File: src/rtl/lut_sweep_pkg.sv
// lut_sweep_pkg: sweep FSM state type and truth-table depth helper
package lut_sweep_pkg;
  typedef enum logic [1:0] {IDLE, SWEEP, DONE} sweep_state_t;
  function automatic int tt_depth(input int n);
    return 2 ** n;
  endfunction
endpackage

File: src/rtl/lut_sop_sweep_if.sv
// lut_sop_sweep_if: eval/config/sweep bus; master = config/bench side, slave = lut_sop_sweep
interface lut_sop_sweep_if #(parameter int N_IN = 4);
  logic [N_IN-1:0] in_vec;
  logic            f_out;
  logic            cfg_we;
  logic [N_IN-1:0] cfg_addr;
  logic            cfg_bit;
  logic            cfg_busy;
  logic            start;
  logic            sweep_valid;
  logic [N_IN-1:0] sweep_idx;
  logic            sweep_f;
  logic            done;
  logic [N_IN:0]   ones_count;
  modport master (output in_vec, cfg_we, cfg_addr, cfg_bit, start,
                  input f_out, cfg_busy, sweep_valid, sweep_idx, sweep_f, done, ones_count);
  modport slave (input in_vec, cfg_we, cfg_addr, cfg_bit, start,
                 output f_out, cfg_busy, sweep_valid, sweep_idx, sweep_f, done, ones_count);
endinterface

File: src/rtl/lut_tt_reg.sv
// lut_tt_reg: truth-table register, one write port (i_we/i_addr/i_bit), reads o_eval at i_eval_addr and o_sweep at i_sweep_addr
module lut_tt_reg import lut_sweep_pkg::*; #(
  parameter int N_IN = 4,
  parameter logic [tt_depth(N_IN)-1:0] DEFAULT_TT = '0
) (
  input  logic            clk,
  input  logic            rst,
  input  logic            i_we,
  input  logic [N_IN-1:0] i_addr,
  input  logic            i_bit,
  input  logic [N_IN-1:0] i_eval_addr,
  input  logic [N_IN-1:0] i_sweep_addr,
  output logic            o_eval,
  output logic            o_sweep
);
  logic [tt_depth(N_IN)-1:0] r_tt;
  always_ff @(posedge clk)
    if (rst) r_tt <= DEFAULT_TT;
    else if (i_we) r_tt[i_addr] <= i_bit;
  assign o_eval = r_tt[i_eval_addr];
  assign o_sweep = r_tt[i_sweep_addr];
endmodule

File: src/rtl/lut_sop_sweep.sv
// lut_sop_sweep: run-time rewritable N_IN-input LUT, registered eval, self-sweep on-set counter; ports clk, rst, bus (slave)
module lut_sop_sweep import lut_sweep_pkg::*; #(
  parameter int N_IN = 4,
  parameter logic [tt_depth(N_IN)-1:0] DEFAULT_TT = 16'h2F22
) (
  input logic            clk,
  input logic            rst,
  lut_sop_sweep_if.slave bus
);
  sweep_state_t    r_state, w_next;
  logic [N_IN-1:0] r_idx, r_sweep_idx;
  logic [N_IN:0]   r_ones;
  logic            r_f_out, r_sweep_valid, r_sweep_f, r_done, r_busy;
  logic            w_we, w_eval_f, w_sweep_f;
  assign w_we = bus.cfg_we && r_state != SWEEP;
  lut_tt_reg #(.N_IN(N_IN), .DEFAULT_TT(DEFAULT_TT)) u_tt (
    .clk(clk), .rst(rst), .i_we(w_we), .i_addr(bus.cfg_addr), .i_bit(bus.cfg_bit),
    .i_eval_addr(bus.in_vec), .i_sweep_addr(r_idx), .o_eval(w_eval_f), .o_sweep(w_sweep_f)
  );
  always_comb begin
    w_next = IDLE;
    if (r_state == IDLE) w_next = bus.start ? SWEEP : IDLE;
    else if (r_state == SWEEP) w_next = (r_idx == '1) ? DONE : SWEEP;
  end
  always_ff @(posedge clk)
    if (rst) r_state <= IDLE;
    else r_state <= w_next;
  always_ff @(posedge clk)
    if (rst) begin
      r_idx <= '0;
      r_sweep_idx <= '0;
      r_ones <= '0;
      r_f_out <= 1'b0;
      r_sweep_valid <= 1'b0;
      r_sweep_f <= 1'b0;
      r_done <= 1'b0;
      r_busy <= 1'b0;
    end else begin
      r_f_out <= w_eval_f;
      r_sweep_valid <= r_state == SWEEP;
      r_done <= r_state == DONE;
      if (r_state == SWEEP) begin
        r_sweep_idx <= r_idx;
        r_sweep_f <= w_sweep_f;
        r_ones <= r_ones + (N_IN+1)'(w_sweep_f);
        r_idx <= r_idx + 1'b1;
      end
      if (r_state == IDLE && bus.start) begin
        r_idx <= '0;
        r_ones <= '0;
        r_busy <= 1'b1;
      end
      if (r_state == DONE) r_busy <= 1'b0;
    end
  assign bus.f_out = r_f_out;
  assign bus.cfg_busy = r_busy;
  assign bus.sweep_valid = r_sweep_valid;
  assign bus.sweep_idx = r_sweep_idx;
  assign bus.sweep_f = r_sweep_f;
  assign bus.done = r_done;
  assign bus.ones_count = r_ones;
endmodule

File: src/flat_wrapper.sv
// flat-port wrapper written by rule: the top's interface ports become plain ports
module lut_sop_sweep_flat import lut_sweep_pkg::*;
#(
  parameter int N_IN = 4,
  parameter logic [tt_depth(N_IN)-1:0] DEFAULT_TT = 16'h2F22
)
  (clk, rst, bus_in_vec, bus_cfg_we, bus_cfg_addr, bus_cfg_bit, bus_start, bus_f_out, bus_cfg_busy, bus_sweep_valid, bus_sweep_idx, bus_sweep_f, bus_done, bus_ones_count);
  lut_sop_sweep_if #(.N_IN(N_IN)) bus_i ();
  input logic clk;
  input logic rst;
  input wire logic [$bits(bus_i.in_vec)-1:0] bus_in_vec;
  input wire logic [$bits(bus_i.cfg_we)-1:0] bus_cfg_we;
  input wire logic [$bits(bus_i.cfg_addr)-1:0] bus_cfg_addr;
  input wire logic [$bits(bus_i.cfg_bit)-1:0] bus_cfg_bit;
  input wire logic [$bits(bus_i.start)-1:0] bus_start;
  output wire logic [$bits(bus_i.f_out)-1:0] bus_f_out;
  output wire logic [$bits(bus_i.cfg_busy)-1:0] bus_cfg_busy;
  output wire logic [$bits(bus_i.sweep_valid)-1:0] bus_sweep_valid;
  output wire logic [$bits(bus_i.sweep_idx)-1:0] bus_sweep_idx;
  output wire logic [$bits(bus_i.sweep_f)-1:0] bus_sweep_f;
  output wire logic [$bits(bus_i.done)-1:0] bus_done;
  output wire logic [$bits(bus_i.ones_count)-1:0] bus_ones_count;
  assign bus_i.in_vec = bus_in_vec;
  assign bus_i.cfg_we = bus_cfg_we;
  assign bus_i.cfg_addr = bus_cfg_addr;
  assign bus_i.cfg_bit = bus_cfg_bit;
  assign bus_i.start = bus_start;
  assign bus_f_out = bus_i.f_out;
  assign bus_cfg_busy = bus_i.cfg_busy;
  assign bus_sweep_valid = bus_i.sweep_valid;
  assign bus_sweep_idx = bus_i.sweep_idx;
  assign bus_sweep_f = bus_i.sweep_f;
  assign bus_done = bus_i.done;
  assign bus_ones_count = bus_i.ones_count;
  lut_sop_sweep #(.N_IN(N_IN), .DEFAULT_TT(DEFAULT_TT)) u_core (.clk(clk), .rst(rst), .bus(bus_i));
endmodule
File: config.mk
export PLATFORM = sky130hd
export DESIGN_NAME = lut_sop_sweep_flat
export DESIGN_NICKNAME = d
export VERILOG_FILES = /design/src/rtl/lut_sweep_pkg.sv /design/src/rtl/lut_sop_sweep_if.sv /design/src/rtl/lut_tt_reg.sv /design/src/rtl/lut_sop_sweep.sv /design/src/flat_wrapper.sv
export SDC_FILE = /design/constraint.sdc
export NUM_CORES = 1
export LEC_CHECK = 0
export ABC_CLOCK_PERIOD_IN_PS = 3550
export CAP_MARGIN = 20
export CORE_UTILIZATION = 57
export DETAILED_ROUTE_END_ITERATION = 10
export MAX_ROUTING_LAYER = met4
export PLACE_DENSITY = 0.87
export SYNTH_ARGS = -nofsm -noshare
export SYNTH_HDL_FRONTEND = slang
export SYNTH_SLANG_ARGS = --single-unit
File: constraint.sdc
create_clock -name clk -period 3.55 [get_ports clk]
set_clock_uncertainty 0.2 [all_clocks]
set_input_delay 0.8875 -clock clk [delete_from_list [all_inputs] [get_ports clk]]
set_output_delay 0.8875 -clock clk [all_outputs]
set_load 0.01 [all_outputs]
After elaboration in Yosys (flattened, before gate mapping)

Index checks and enable logic that the tools add are counted.

Bits in registers: 36
Input port bits: 13
Output and inout port bits: 14

Add/sub/neg operators: 2
Magnitude comparators: 4
Equality and inequality tests: 4
Mux-type cells: 11
Reductions and logical operators: 6

Operators by type and width:

| kind                | count |
|---|---|
| $bwmux 16           | 1 |
| $lt 4x5->1 const B  | 3 |
| $bmux 1 s4          | 2 |
| $mux 2              | 3 |
| $add 5x1->5         | 1 |
| $add 4x1->4 const B | 1 |
| $demux 1 s4         | 1 |
| $eq 4x4->1 const B  | 1 |
| $ge 4x1->1 const B  | 1 |
| $mux 1              | 4 |
| $reduce_or 2->1     | 2 |
| $logic_and 1x1->1   | 3 |
| $eq 2x1->1 const B  | 1 |
| $eq 2x2->1 const B  | 1 |
| $logic_not 2->1     | 1 |
| $ne 2x1->1 const B  | 1 |

Logic depth before layout (Yosys ltp)

Gate-level depths: netlist of run 1.

Word-level depth: 5
Gate-level depth with buffers: 9
Depth with buffers taken out: 8

Modules after synthesis

Synthesis of run 1 repeated with hierarchy kept, for this count alone.

Cells, all modules: 185
Area, all modules: 1735.4 sq um

Modules (own cells, without submodules):

| module        | instances | cells each | area an instance (sq um) |
|---|---|---|---|
| lut_tt_reg    | 1         | 98         | 974.7 |
| lut_sop_sweep | 1         | 87         | 760.7 |

Worst setup path after synthesis of run 1

Ideal clock, no wire load.

Kind: reg-to-reg
Start point: register u_core.r_idx[2]
End point: register u_core.r_ones[4], in the netlist u_core.bus.ones_count[4]
Arrival: 1.997 ns
Data required time: 3.215 ns
Setup slack: 1.218 ns
Cell stages (with the launch flop): 10
Path buffers: 1
Period minus slack after synthesis: 2.332 ns
Path through: dfxtp_1 -> buf_6 -> mux2i_1 -> o32ai_1 -> or4_4 -> ha_1 -> ha_1 -> nand4_1 -> xor2_1 -> nor2_1

Word-level cells in the longest chain between the ends: 3

Ends and longest elaborated chain:

| item                          | RTL line            | source |
|---|---|---|
| from (decl)                   | lut_sop_sweep.sv:11 | `logic [N_IN-1:0] r_idx, r_sweep_idx;` |
| from (signal assigned)        | lut_sop_sweep.sv:46 | `r_idx <= r_idx + 1'b1;` |
| $bmux 1 s4                    | lut_tt_reg.sv:21    | `assign o_sweep = r_tt[i_sweep_addr];` |
| $mux 1 (not written as such)  | lut_tt_reg.sv:21    |  |
| named net u_core.u_tt.o_sweep | lut_tt_reg.sv:14    | `output logic o_sweep` |
| $add 5x1->5                   | lut_sop_sweep.sv:45 | `r_ones <= r_ones + (N_IN+1)'(w_sweep_f);` |
| to (signal assigned)          | lut_sop_sweep.sv:45 |  |
| to (decl)                     | lut_sop_sweep.sv:12 | `logic [N_IN:0] r_ones;` |

The timed path passes the listed nets, and every way through them passes these cells. The select of a mux whose other input is x is not followed.
A chain may end at the register's enable or synchronous reset.

Final worst setup path of run 1

Ends and elaborated chain as after synthesis.

==> impl_metrics.py, run 1 <==
metrics = {
    "logic_synthesis": {
        "ys_seq_area_share_pct": 40.59,
        "yosysTopAreaCell": "dfxtp_1",
        "synth-main-ff-cell": "dfxtp_1",
        "synth-edff-count": 0,
        "syn_nets": 215,
        "avgSynthCellArea_um2": 8.922,
        "synth_top_family_by_area": "simple AND/OR/NAND/NOR gates",
        "synthAdderAreaFrac_pct": 2.114,
        "yosys.area_share.xor_xnor_pct": 2.960,
        "async_flop_share_pct": 0,
        "ys_types": 36,
        "synth_area_leaders": "dfxtp_1 (41%), mux4_1 (5.9%), nand3_1 (5.9%)",
        "syn_inst": 199,
        "syn_area_um2": 1775,
        "synth-seq-cells": 36,
        "synth_mux_area_share_pct": 11.70,
        "yosys.area_share.simple_pct": 27.20,
        "synthDominantCellAreaShare_pct": 40.59,
        "synth_compound_area_share_pct": 11.56,
        "yosysWarnings": 0,
    },
    "clock_tree": {
        "path_clk_slew_ns": 0.11,
        "cts_buffers": 5,
        "clk_latency_ns": 0.35,
        "htree_levels": 2,
        "hold_buffers": 0,
        "cts_tree": "done",
        "cts-root-buf": "clkbuf_4",
        "cts_max_path_buffers": 2,
        "cts.sinks": 36,
        "ctsResizeCount": 0,
        "post_cts_buffers": 0,
    },
    "floorplanning": {
        "dieArea_um2": 3342,
        "rows": 19,
        "start_util_pct": 62.24,
        "die_x_um": 57.81,
        "fp.coreArea_um2": 2853,
        "die_y_um": 57.81,
        "ios": 27,
    },
    "placement": {
        "io_buffers": 26,
        "dp_hpwl_mm": 3.070,
        "gp_congestion": 0.9530,
        "dp_slack_ns": 0.5483,
    },
    "setup_path": {
        "r2r_slack_ns": 0.76,
        "critPathSlowestCell": "dfxtp_1",
        "rr_startpoint": "u_core.r_idx[2]",
        "r2r_end": "u_core.bus.ones_count[4]",
        "crit_required_ns": 3.57,
        "cp-end-kind": "flop",
        "crit_chain": "mux2i_1, o22ai_1, or4_4, ha_1, ha_1, nand4_1, xor2_1, nor2_1",
        "crit_top_cell": "ha_1",
        "critPathLaunchType": "flop",
        "crit_type": "flop to flop",
        "worst-path-max-fanout": 12,
        "max_stage_delay_ns": 0.71,
        "crit_start": "u_core.r_idx[2]",
        "ff2ff_path_depth": 8,
        "arrival_ns": 2.81,
    },
    "global_route": {
        "overflow": 0,
        "use_met3_pct": 7.589,
        "grt_pass1_vias": 1507,
        "grt_usage_pct": 28.18,
        "busiest_layer": "met2",
        "use_met1_pct": 34.14,
        "antenna_found_initial": 0,
        "grt_pass1_wl_mm": 6.872,
        "grt_use_met2_pct": 44.17,
        "grt_max_degree": 20,
    },
    "drt": {
        "avgViaCountPerCell": 6.320,
        "wl_per_cell_um": 16.44,
        "drtIter0Drc": 129,
        "via_count": 1599,
        "routed_wl_mm": 4.159,
        "route.detailed.drc": 1,
        "final_antenna_net_count": 0,
        "drtPass1Iterations": 7,
    },
    "finish": {
        "area_delta_synth_final_pct": 18.53,
        "diodes": 0,
        "drive_gt1_share_pct": 7.658,
        "nets": 237,
    },
    "sta": {
        "final.min_clock_period_ns": 2.787,
        "finalHoldViolations": 0,
        "finalMaxSlewViolations": 0,
        "max_slew_margin_pct": 56.27,
        "tightest_slew_ns": 0.6516,
        "fin_ws_ns": 0.7625,
        "max_freq_ghz": 0.3587,
        "setup_viol": 0,
        "period_share_pct": 78.52,
        "rsz0062_at_grt": "false",
        "fin_setup_tns_ns": 0,
    },
    "power": {
        "p_int_mw": 0.6027,
        "p_seq_share_pct": 52.6,
        "power_frac_clock_pct": 35.8,
        "leakage_nw": 0.7086,
        "p_per_area_nw_per_um2": 380.2,
        "pwr-share-comb_pct": 11.6,
        "p_sw_share_pct": 24.68,
        "vdd_drop_max_mv": 0.3741,
        "switchingPower_mw": 0.1975,
    },
    "worst_hold_path": {
        "hold_class": "flop to flop",
        "hold_end": "u_core.bus.sweep_idx[1]",
        "hold_start": "u_core.bus.sweep_idx[1]",
        "holdPathStages": 2,
    },
    "run_status": {
        "violations": "design-rule violations",
        "status": "finished, violations left",
    },
    "flow_run": {
        "drv_cap": 0,
    },
}
cell usage after synthesis, types with 4 or more instances:
| cell | number |
|---|---|
| nor2_1 | 11 |
| a21oi_1 | 17 |
| mux2i_1 | 8 |
| nand2b_1 | 4 |
| buf_2 | 4 |
| dfxtp_1 | 36 |
| nand4_1 | 8 |
| nand2_1 | 18 |
| xor2_1 | 5 |
| nor2b_1 | 5 |
| clkbuf_1 | 8 |
| o21ai_0 | 16 |
| mux4_1 | 4 |
| nand3_1 | 21 |
layout make-up:
| class | instances | area, um^2 |
|---|---|---|
| tap | 31 | 38.79 |
| clock buffer | 6 | 41.29 |
| sequential | 36 | 720.7 |
| timing repair buffer | 28 | 275.3 |
| inverter | 2 | 7.507 |
| clock inverter | 2 | 35.03 |
| fill | 201 | 748.2 |
| multi-input combinational | 148 | 985.9 |
through the flow:
step                      cell area [um^2]  utilization [%]  power, mW  hold slack (ns)  std cells
after floorplan                       1775                -     0.4830           0.2514        199
after global placement                2028            71.10     0.5162           0.2472        245
after detailed placement              2028            71.10     0.5213           0.2489        245
after CTS                             2105            73.77     0.7996           0.2643        253
after global routing                  2105            73.77     0.8247           0.2805        253
final                                 2105            73.77     0.8002           0.2631        253
logic make-up (layout without fill, tap and decap cells):
| kind of cell | after synthesis | after routing |
|---|---|---|
| muxes | 13 | 13 |
| and+or+nand+nor | 87 | 87 |
| DFF | 36 | 36 |
| AOI/OAI and AO/OA | 39 | 39 |
| buffers and inverters | 15 | 38 |
| adders and majority gates | 3 | 3 |
| xor gates and xnor gates | 6 | 6 |
cells in the final DEF (no fill, tap or decap), types with 2 or more instances in the layout:
cell type	n
xor2_1	5
buf_4	2
a21oi_1	17
o22ai_1	3
nand3_1	21
nand3b_1	2
or3b_2	3
o21ai_0	16
dfxtp_1	36
mux4_1	4
nand2_1	18
nor4b_2	2
clkdlybuf4s50_1	26
nand2b_1	4
nand4b_1	2
ha_1	3
nor2b_1	5
mux2i_1	8
clkbuf_4	5
nor2_1	11
nand4_1	8
and2_1	2
nor3_1	3
worst max-delay path: cells and delay by family, from the launching register on:
kind	cells	cell delay [ns]
flip-flops	1	0.71
AND/OR/NAND/NOR	3	0.71
XOR/XNOR	1	0.16
adder cells (fa/ha/maj)	2	0.43
AO/OA/AOI/OAI	1	0.13
multiplexers	1	0.32
sequential cells by signal, indices dropped and copies added, names as in the netlist:
| signal | flops |
|---|---|
| u_core.bus.f_out | 1 |
| u_core.bus.cfg_busy | 1 |
| u_core.bus.sweep_idx | 4 |
| u_core.bus.done | 1 |
| u_core.bus.ones_count | 5 |
| u_core.bus.sweep_f | 1 |
| u_core.r_idx | 4 |
| u_core.u_tt.r_tt | 16 |
| u_core.r_state | 2 |
| u_core.bus.sweep_valid | 1 |
power groups by stage:
| stage | Combinational [mW] | Sequential, mW | Clock, mW |
|---|---|---|---|
| 2_1_floorplan | 0.0552 | 0.428 | 0 |
| 3_3_place_gp | 0.0873 | 0.429 | 0 |
| 3_5_place_dp | 0.0916 | 0.430 | 0 |
| 4_1_cts | 0.0921 | 0.420 | 0.287 |
| 5_1_grt | 0.102 | 0.422 | 0.301 |
| 6_report | 0.0930 | 0.421 | 0.287 |
routing by layer:
| layer | vias to the layer above | part of all wire (%) |
|---|---|---|
| met3 | 13 | 6.5 |
| met2 | 58 | 48 |
| met1 | 756 | 43 |
| met4 | 0 | 2.5 |
| li1 | 772 | - |
| met5 | - | 0 |
worst max-delay path by stage:
stage	endpoint	slack, ns
floorplan	u_core.bus.ones_count[4]	1.22
global placement	u_core.bus.f_out	0.61
detailed placement	u_core.bus.f_out	0.55
CTS	u_core.bus.ones_count[4]	0.77
global route	u_core.bus.ones_count[4]	0.67
finish	u_core.bus.ones_count[4]	0.76
(Power assumes the default switching activity.)
==> run 2: changes to the inputs <==
--- a/config.mk
+++ b/config.mk
@@ -5,12 +5,12 @@
 export SDC_FILE = /design/constraint.sdc
 export NUM_CORES = 1
 export LEC_CHECK = 0
-export ABC_CLOCK_PERIOD_IN_PS = 3550
+export ABC_CLOCK_PERIOD_IN_PS = 2410
 export CAP_MARGIN = 20
-export CORE_UTILIZATION = 57
+export CORE_UTILIZATION = 48
 export DETAILED_ROUTE_END_ITERATION = 10
 export MAX_ROUTING_LAYER = met4
-export PLACE_DENSITY = 0.87
+export PLACE_DENSITY = 0.78
 export SYNTH_ARGS = -nofsm -noshare
 export SYNTH_HDL_FRONTEND = slang
 export SYNTH_SLANG_ARGS = --single-unit
==> constraint.sdc (replaced) <==
create_clock -name clk -period 2.41 [get_ports clk]
set_clock_uncertainty 0.2 [all_clocks]
set_input_delay 0.6025 -clock clk [delete_from_list [all_inputs] [get_ports clk]]
set_output_delay 0.6025 -clock clk [all_outputs]
set_load 0.01 [all_outputs]
==> impl_metrics.py, run 2 (synthesis results as in run 1) <==
metrics = {
    "run_status": {
        "status": "finished clean",
    },
    "power": {
        "switchingPower_mw": 0.3065,
        "vdd_drop_max_mv": 0.3517,
        "p_sw_share_pct": 23.74,
        "leakage_nw": 0.7941,
        "power_mw": 1.291,
        "power_frac_clock_pct": 40.7,
        "p_seq_share_pct": 47.8,
        "p_int_mw": 0.9848,
        "pwr-share-comb_pct": 11.6,
        "p_per_area_nw_per_um2": 559.4,
    },
    "worst_hold_path": {
        "hold_class": "flop to flop",
        "holdPathStages": 2,
    },
    "floorplanning": {
        "rows": 21,
        "start_util_pct": 51.58,
        "fp.coreArea_um2": 3442,
        "die_x_um": 62.82,
        "die_y_um": 62.82,
        "ios": 27,
        "dieArea_um2": 3946,
    },
    "setup_path": {
        "crit_top_cell": "ha_4",
        "critPathLaunchType": "flop",
        "crit_type": "flop to flop",
        "arrival_ns": 2.30,
        "max_stage_delay_ns": 0.56,
        "critPathSlowestCell": "or4_4",
        "cp-end-kind": "flop",
        "ff2ff_path_depth": 9,
        "path_buf_inv": 1,
        "crit_family": "simple AND/OR/NAND/NOR gates",
        "crit_chain": "buf_12, mux2i_1, o22ai_1, or4_4, ha_4, ha_4, nand2_1, xor2_1, nor2_1",
        "crit_required_ns": 2.36,
        "worst-path-max-fanout": 5,
        "path_depth": 9,
    },
    "placement": {
        "placed_cell_area_um2": 2127,
        "io_buffers": 26,
        "gp_congestion": 0.9394,
        "dp_hpwl_mm": 2.768,
    },
    "clock_tree": {
        "clk_latency_ns": 0.29,
        "cts_tree": "done",
        "cts.sinks": 36,
        "cts-root-buf": "clkbuf_8",
        "cts_buffers": 5,
        "cts_max_path_buffers": 2,
        "path_clk_slew_ns": 0.07,
        "htree_levels": 2,
    },
    "sta": {
        "period_share_pct": 97.35,
        "max_slew_margin_pct": 53.57,
        "fin_hold_ws_ns": 0.2572,
        "setup_viol": 0,
        "fin_setup_tns_ns": 0,
        "finalHoldViolations": 0,
        "finalMaxSlewViolations": 0,
        "final.min_clock_period_ns": 2.346,
        "max_freq_ghz": 0.4262,
        "tightest_slew_ns": 0.6918,
    },
    "finish": {
        "final_cell_mix": "dfxtp_1 (33), clkdlybuf4s50_1 (25), nand3_1 (21)",
        "largest_reg_flops": 16,
        "drive_gt1_share_pct": 15.02,
        "regMostFlops": "u_core.u_tt.r_tt",
        "final_common_cell": "dfxtp_1",
        "nets": 248,
        "stdcell_area_um2": 2308,
        "final_util_pct": 67.07,
        "area_delta_synth_final_pct": 30.02,
        "fill_cells": 290,
        "diodes": 0,
    },
    "global_route": {
        "grt_pass1_wl_mm": 6.768,
        "grt_pass1_vias": 1408,
        "overflow": 0,
        "use_met3_pct": 5.839,
        "grt_max_degree": 19,
        "busiest_layer": "met1",
        "grt_usage_pct": 22.80,
        "grt_use_met2_pct": 31.66,
        "antenna_found_initial": 0,
        "use_met1_pct": 31.78,
    },
    "flow_run": {
        "drv_cap": 0,
    },
    "drt": {
        "via_count": 1597,
        "avgViaCountPerCell": 5.724,
        "final_antenna_net_count": 0,
        "route.detailed.drc": 0,
        "drtPass1Iterations": 4,
        "wl_per_cell_um": 14.49,
        "drtIter0Drc": 109,
        "routed_wl_mm": 4.042,
    },
}
[run 2: cell count changes in the layout (fill, tap and decap cells not counted), sizes merged]
| cell | before | now |
|---|---|---|
| dlymetal6s2s | 0 | 1 |
| buf | 2 | 12 |
| clkdlybuf4s50 | 26 | 25 |
| clkinvlp | 0 | 1 |
[run 2: worst paths after layout]
check / slack [ns] / end / start
max: 0.06 / u_core.bus.ones_count[2] / u_core.r_idx[2]
min: 0.26 / u_core.bus.sweep_idx[1] / u_core.bus.sweep_idx[1]
max reg2reg: 0.06 / u_core.bus.ones_count[2] / u_core.r_idx[2]
min reg2reg: 0.26 / u_core.bus.sweep_idx[1] / u_core.bus.sweep_idx[1]
[run 2: area by class of cell]
class	instances	area (um^2)	area share, %
Clock inverter	3	42.54	1.843
Tap cell	46	57.56	2.493
Multi-Input combinational cell	148	1015	43.96
Sequential cell	36	726.9	31.49
Timing Repair Buffer	39	390.4	16.91
Inverter	2	7.507	0.3252
Clock buffer	5	68.82	2.981
[run 2: stage by stage]
step	std cells	worst slack, ns
floorplan	199	0.07836
global placement	269	-0.2651
detailed placement	269	-0.3041
CTS	277	0.004640
global route	279	-0.04148
finish	279	0.06388
[run 2: power by group through the flow]
stage          logic, mW  registers [mW]  clock network [mW]
2_1_floorplan     0.0813           0.630                   0
3_3_place_gp       0.145           0.631                   0
3_5_place_dp       0.147           0.632                   0
4_1_cts            0.148           0.618               0.534
5_1_grt            0.165           0.619               0.567
6_report           0.149           0.617               0.525
[run 2: metal layers]
metal / vias to the layer above / part of all wire [%]
li1: 798 / -
met1: 737 / 47
met2: 54 / 45
met3: 8 / 6.2
met4: 0 / 1.7
met5: - / 0
[run 2: timing repair]
action,in CTS,in global routing
cloned,0,1
pin swaps,0,5
gates resized for setup,2,8
buffers inserted,0,1
setup endpoints to repair,1,4
endpoints found under the hold margin,0,0
hold buffers,0,0
[run 2: worst register-to-register path, stage by stage, from the launching register on]
cell,delay [ns]
dfxtp_4,0.37
buf_12,0.12
mux2i_1,0.21
o22ai_1,0.11
or4_4,0.56
ha_4,0.19
ha_4,0.15
nand2_1,0.06
xor2_1,0.17
nor2_1,0.06
